==> config.mk <==
export PLATFORM = sky130hd
export DESIGN_NAME = seg_scan_driver
export DESIGN_NICKNAME = d
export VERILOG_FILES = /design/src/rtl/seg_scan_driver.sv
export SDC_FILE = /design/constraint.sdc
export NUM_CORES = 1
export LEC_CHECK = 0
export CORE_MARGIN = 2
export CORE_UTILIZATION = 40
export DETAILED_ROUTE_END_ITERATION = 10
export PLACE_DENSITY = 0.64
export SYNTH_ARGS = -nofsm -noshare
export SYNTH_HDL_FRONTEND = slang
export SYNTH_SLANG_ARGS = --single-unit
==> constraint.sdc <==
create_clock -name clk -period 2.05 [get_ports clk]
set_input_delay 0.41 -clock clk [delete_from_list [all_inputs] [get_ports clk]]
set_output_delay 0.41 -clock clk [all_outputs]
set_load 0.01 [all_outputs]
==> src/rtl/seg_scan_driver.sv <==
// Time-multiplexed segment display driver with a shadow/display bank pair.
// Committed patterns move to the display bank only at a frame boundary.
module seg_scan_driver #(
    parameter int DIGITS       = 8,
    parameter int SCAN_DIV     = 1000,
    parameter int BLANK_CYCLES = 16
) (
    input  logic              clk,
    input  logic              rst,
    input  logic              wr_en,
    input  logic [2:0]        wr_addr,
    input  logic [7:0]        wr_data,
    input  logic              commit,
    output logic              commit_pending,
    output logic [7:0]        seg_out,
    output logic [DIGITS-1:0] digit_sel,
    output logic              frame_start
);

    localparam int IDX_W = $clog2(DIGITS);
    localparam int CNT_W = $clog2(SCAN_DIV);
    localparam logic [IDX_W-1:0] LAST_IDX  = IDX_W'(DIGITS - 1);
    localparam logic [CNT_W-1:0] LAST_CNT  = CNT_W'(SCAN_DIV - 1);
    localparam logic [CNT_W-1:0] BLANK_END = CNT_W'(BLANK_CYCLES);
    localparam logic [DIGITS-1:0] SEL_ONE  = DIGITS'(1);

    logic [CNT_W-1:0] slot_cnt;
    logic [IDX_W-1:0] idx;
    logic [7:0]       shadow [DIGITS];
    logic [7:0]       active [DIGITS];
    logic             pending;

    logic slot_end;
    logic frame_end;
    logic blank;
    logic wr_hit;

    assign slot_end  = (slot_cnt == LAST_CNT);
    assign frame_end = slot_end && (idx == LAST_IDX);
    assign blank     = (slot_cnt < BLANK_END);
    assign wr_hit    = wr_en && (int'(wr_addr) < DIGITS);

    always_ff @(posedge clk) begin
        if (rst) begin
            slot_cnt <= '0;
            idx      <= '0;
            pending  <= 1'b0;
            // NOTE: both banks are reset explicitly because the display must
            // come up dark; a bank left uninitialised would show garbage
            // after the first commit that precedes any write.
            for (int i = 0; i < DIGITS; i++) begin
                shadow[i] <= 8'h00;
                active[i] <= 8'h00;
            end
        end else begin
            if (slot_end) begin
                slot_cnt <= '0;
                idx      <= (idx == LAST_IDX) ? '0 : idx + IDX_W'(1);
            end else begin
                slot_cnt <= slot_cnt + CNT_W'(1);
            end

            if (wr_hit) begin
                shadow[wr_addr[IDX_W-1:0]] <= wr_data;
            end

            // NOTE: non-blocking assignment means active samples shadow as it
            // was before this edge, so a same-edge write stays in shadow only.
            if (frame_end && (pending || commit)) begin
                active  <= shadow;
                pending <= 1'b0;
            end else if (commit) begin
                pending <= 1'b1;
            end
        end
    end

    // Outputs decode registered state only; no input reaches them directly.
    assign seg_out        = blank ? 8'h00 : active[idx];
    assign digit_sel      = blank ? '0 : (SEL_ONE << idx);
    assign frame_start    = (idx == '0) && (slot_cnt == '0);
    assign commit_pending = pending;

endmodule

==> summary.md <==
| Metric | Value |
|---|---|
| Fin. Hold Viols | `0` |
| Max Clk Rate | `0.4404 GHz` |
| Seq/Total Area, Yosys | `0.4215` |
| Filler cell count | `1469` |
| Synthesized flop and latch total | `142` |
| Synth-to-layout area growth | `24.68%` |
| Worst hold margin | `0.3808 ns` |
| Hold Path Sink | `slot_cnt[2]` |
| Final Slew Violations | `0` |
| First-pass GRT wire length | `25950 um` |
| Synth warn | `0` |
| Fraction of final layout cells sized beyond drive strength 1 | `0.2110` |
| CTS tree | `built` |
| CTS Hold Buffers Added | `0` |
| Syn Nets | `701` |
| Mapped Area | `6744 um2` |
| R2R setup slack | `-0.07 ns` |
| Worst Tran Pin Value | `0.4585 ns` |
| Fin crit period | `2.271 ns` |
| Worst VDD drop | `0.4596 mV` |
| Worst setup path startpoint | `idx[0]` |
| Routed len/inst | `16.88 um` |
| Max clock buf depth | `2` |
| Slew margin rel. | `0.6934` |
| Final GP Congestion | `0.8492` |
| Hold path start | `rst` |
| Unique masters post-synth | `48` |
| Pin count of the biggest net entering global routing | `59` |
| Number of global-route vias before repair | `4856` |
| Via density | `5.101` |
| Max-cap violations | `0` |
| Mean post-synth cell area | `9.947 um2` |
| Worst Path Required | `1.64 ns` |
| Number of top-level pins | `33` |
| Initial Util | `0.4081` |
| Critical Path Source Type | `register` |
| Depth of the worst hold-timing path | `2` |
| Antenna violations before repair | `0` |
| DP Wirelength | `11000 um` |
| Tcrit/Tclk final | `1.108` |
| Share of the synthesized area in the top cell type | `0.4215` |
| CP endpoint kind | `output pin` |
| Pleak | `0.002797 uW` |
| Number of synthesized flops with an enable pin | `0` |
| Routed wire length | `16280 um` |
| Clock latency at the later pin of the worst-skew pair | `0.41 ns` |
| Crit path max fanout | `5` |
| CTS Buf Count | `17` |
| Htree depth | `4` |
| Clock skew | `0.006011 ns` |
| Vert. Die Dim | `133.8 um` |
| Total core area | `16520 um2` |
| Reg2Reg Capture Point | `active[47]` |
| FFs w/ async S/R, synth | `0` |
| RSZ-0062 raised after global routing | `yes` |
| Most used DFF post-synth | `dfxtp_1` |
| Yosys top cell by area | `dfxtp_1` |
| Final Worst Setup Slack | `-0.2205 ns` |
| DR WL met2 | `7802 um` |
| Met1 wire length | `7636 um` |
| Die width | `133.8 um` |
| TritonCTS Sinks | `142` |
| Placed Cells incl. Taps | `916` |
| Post-DRT Antenna Nets | `0` |
| Cells after synthesis | `678` |
| Top Metal Used | `met4` |
| Total grt overflow | `0` |
| FF-to-FF Start | `idx[0]` |
| WS Path Type | `register to output pin` |
| WL met3 | `592 um` |
| Critical Path AT | `1.86 ns` |
| Via count | `4917` |
| Fin nets | `754` |
| Cell Rows | `47` |
| Status | `finished with violations` |
| Setup Viol. Count Final | `34` |
| Hold Crit Class | `input pin to register` |
| Power per Cell Area | `756.1 nW/um2` |
| Failing checks | `negative setup slack` |
| # DRC | `0` |
| Layout Cells excl Fill | `964` |
| Clock slew at reported path FFs | `0.06 ns` |
| Area contributors post-synth | `dfxtp_1 42%, or2b_1 13%, mux2i_1 13%` |
| Fin util | `0.5088` |
| DRT Pass-1 Iters | `4` |
| Ant. Diodes | `0` |
| Die area | `17910 um2` |
| Iteration-0 DRC Markers | `327` |
| Total GRT Usage | `0.1866` |
| Port Buffers | `32` |
| Reg2Reg Depth | `12` |
| Clk root buf | `clkbuf_16` |
cell families after synthesis:
group	share of synthesized area
AOI/OAI and AO/OA	0.06067
xor gates and xnor gates	0.003897
adders and majority gates	0.01484
buffers and inverters	0.05585
DFF	0.4215
muxes	0.1840
and+or+nand+nor	0.2592
sequential cells by signal, summed over array words and instances, names as in the netlist:
signal	flops
shadow	64
commit_pending	1
slot_cnt	10
idx	3
active	64
stage by stage:
stage	setup TNS, ns	setup slack (ns)	total power (uW)	instance area, um2
after global routing	-7.053	-0.2653	6564	8408
final	-2.597	-0.2205	6357	8408
after global placement	-7.002	-0.1726	3225	7433
after floorplan	0	0.08249	3092	6744
after detailed placement	-10.02	-0.2767	3237	7433
after CTS	-9.606	-0.3130	6353	8265
how the worst max path moves through the flow:
stage	endpoint	depth (start not counted)
2_1_floorplan	seg_out[0]	4
3_3_place_gp	seg_out[5]	4
3_5_place_dp	seg_out[5]	5
4_1_cts	seg_out[2]	5
5_1_grt	seg_out[7]	4
6_report	seg_out[7]	4
cell usage in the layout (no fill, tap or decap), drive strengths merged, types with 8 or more instances in the layout:
cell type      synthesis  layout
nand2                 84      84
and2                   8       8
nor2                  34      34
ha                     8       8
a21oi                 45      47
mux2i                 88      88
mux4                  16      16
nand2b                 9       9
or2b                 119     119
a22o                   8       8
inv                    8       8
dfxtp                142     142
clkbuf                37      21
buf                   18      72
clkdlybuf4s50          0      14
final cells by class:
cell class	instances	area [um2]	area share
repair buffers	88	918.4	0.1092
inverters	8	37.54	0.004464
clock inverters	13	166.4	0.01979
multi-input cells	474	3720	0.4424
clock buffers	19	442.9	0.05268
flip-flops and latches	142	2848	0.3387
well taps	220	275.3	0.03274
per-layer routing:
layer / vias up / global-route usage
met2: 93 / 0.3000
li1: 2411 / -
met3: 22 / 0.03666
met4: 0 / 0.05969
met5: - / 0
met1: 2391 / 0.2533
repair_timing:
action / in CTS / in global routing
buffers inserted: 4 / 9
resized for setup: 82 / 52
pin swaps: 7 / 19
gates cloned: 5 / 2
setup endpoints to repair: 79 / 81
synth_stat cells (all sizes together), types with 2 or more instances:
cell and instances:
ha 8, and2 8, a22o 8, a21oi 45
nand4 6, a31oi 2, dfxtp 142, nor3 2
nand3 4, inv 8, nor4b 2, buf 18
nand2b 9, mux2i 88, nand2 84, or2b 119
nand4b 3, and4 2, nor4 2, nor4bb 3
o31ai 2, mux4 16, a211oi 3, or3 2
nor2 34, xor2 2, clkbuf 37, and4b 3
o21ai 4
where the power goes:
part	switching (uW)	internal, uW	leakage (uW)	total [uW]
Sequential	26.2	2800	0.00115	2820
Clock	1180	1950	0.000277	3130
Combinational	229	176	0.00137	405
worst max-delay path, cell delays in order (launching register included):
cell	delay, ns
dfxtp_4	0.38
buf_12	0.14
mux4_2	0.53
a22o_1	0.26
buf_2	0.14
Power figures use the tool's default switching activity.
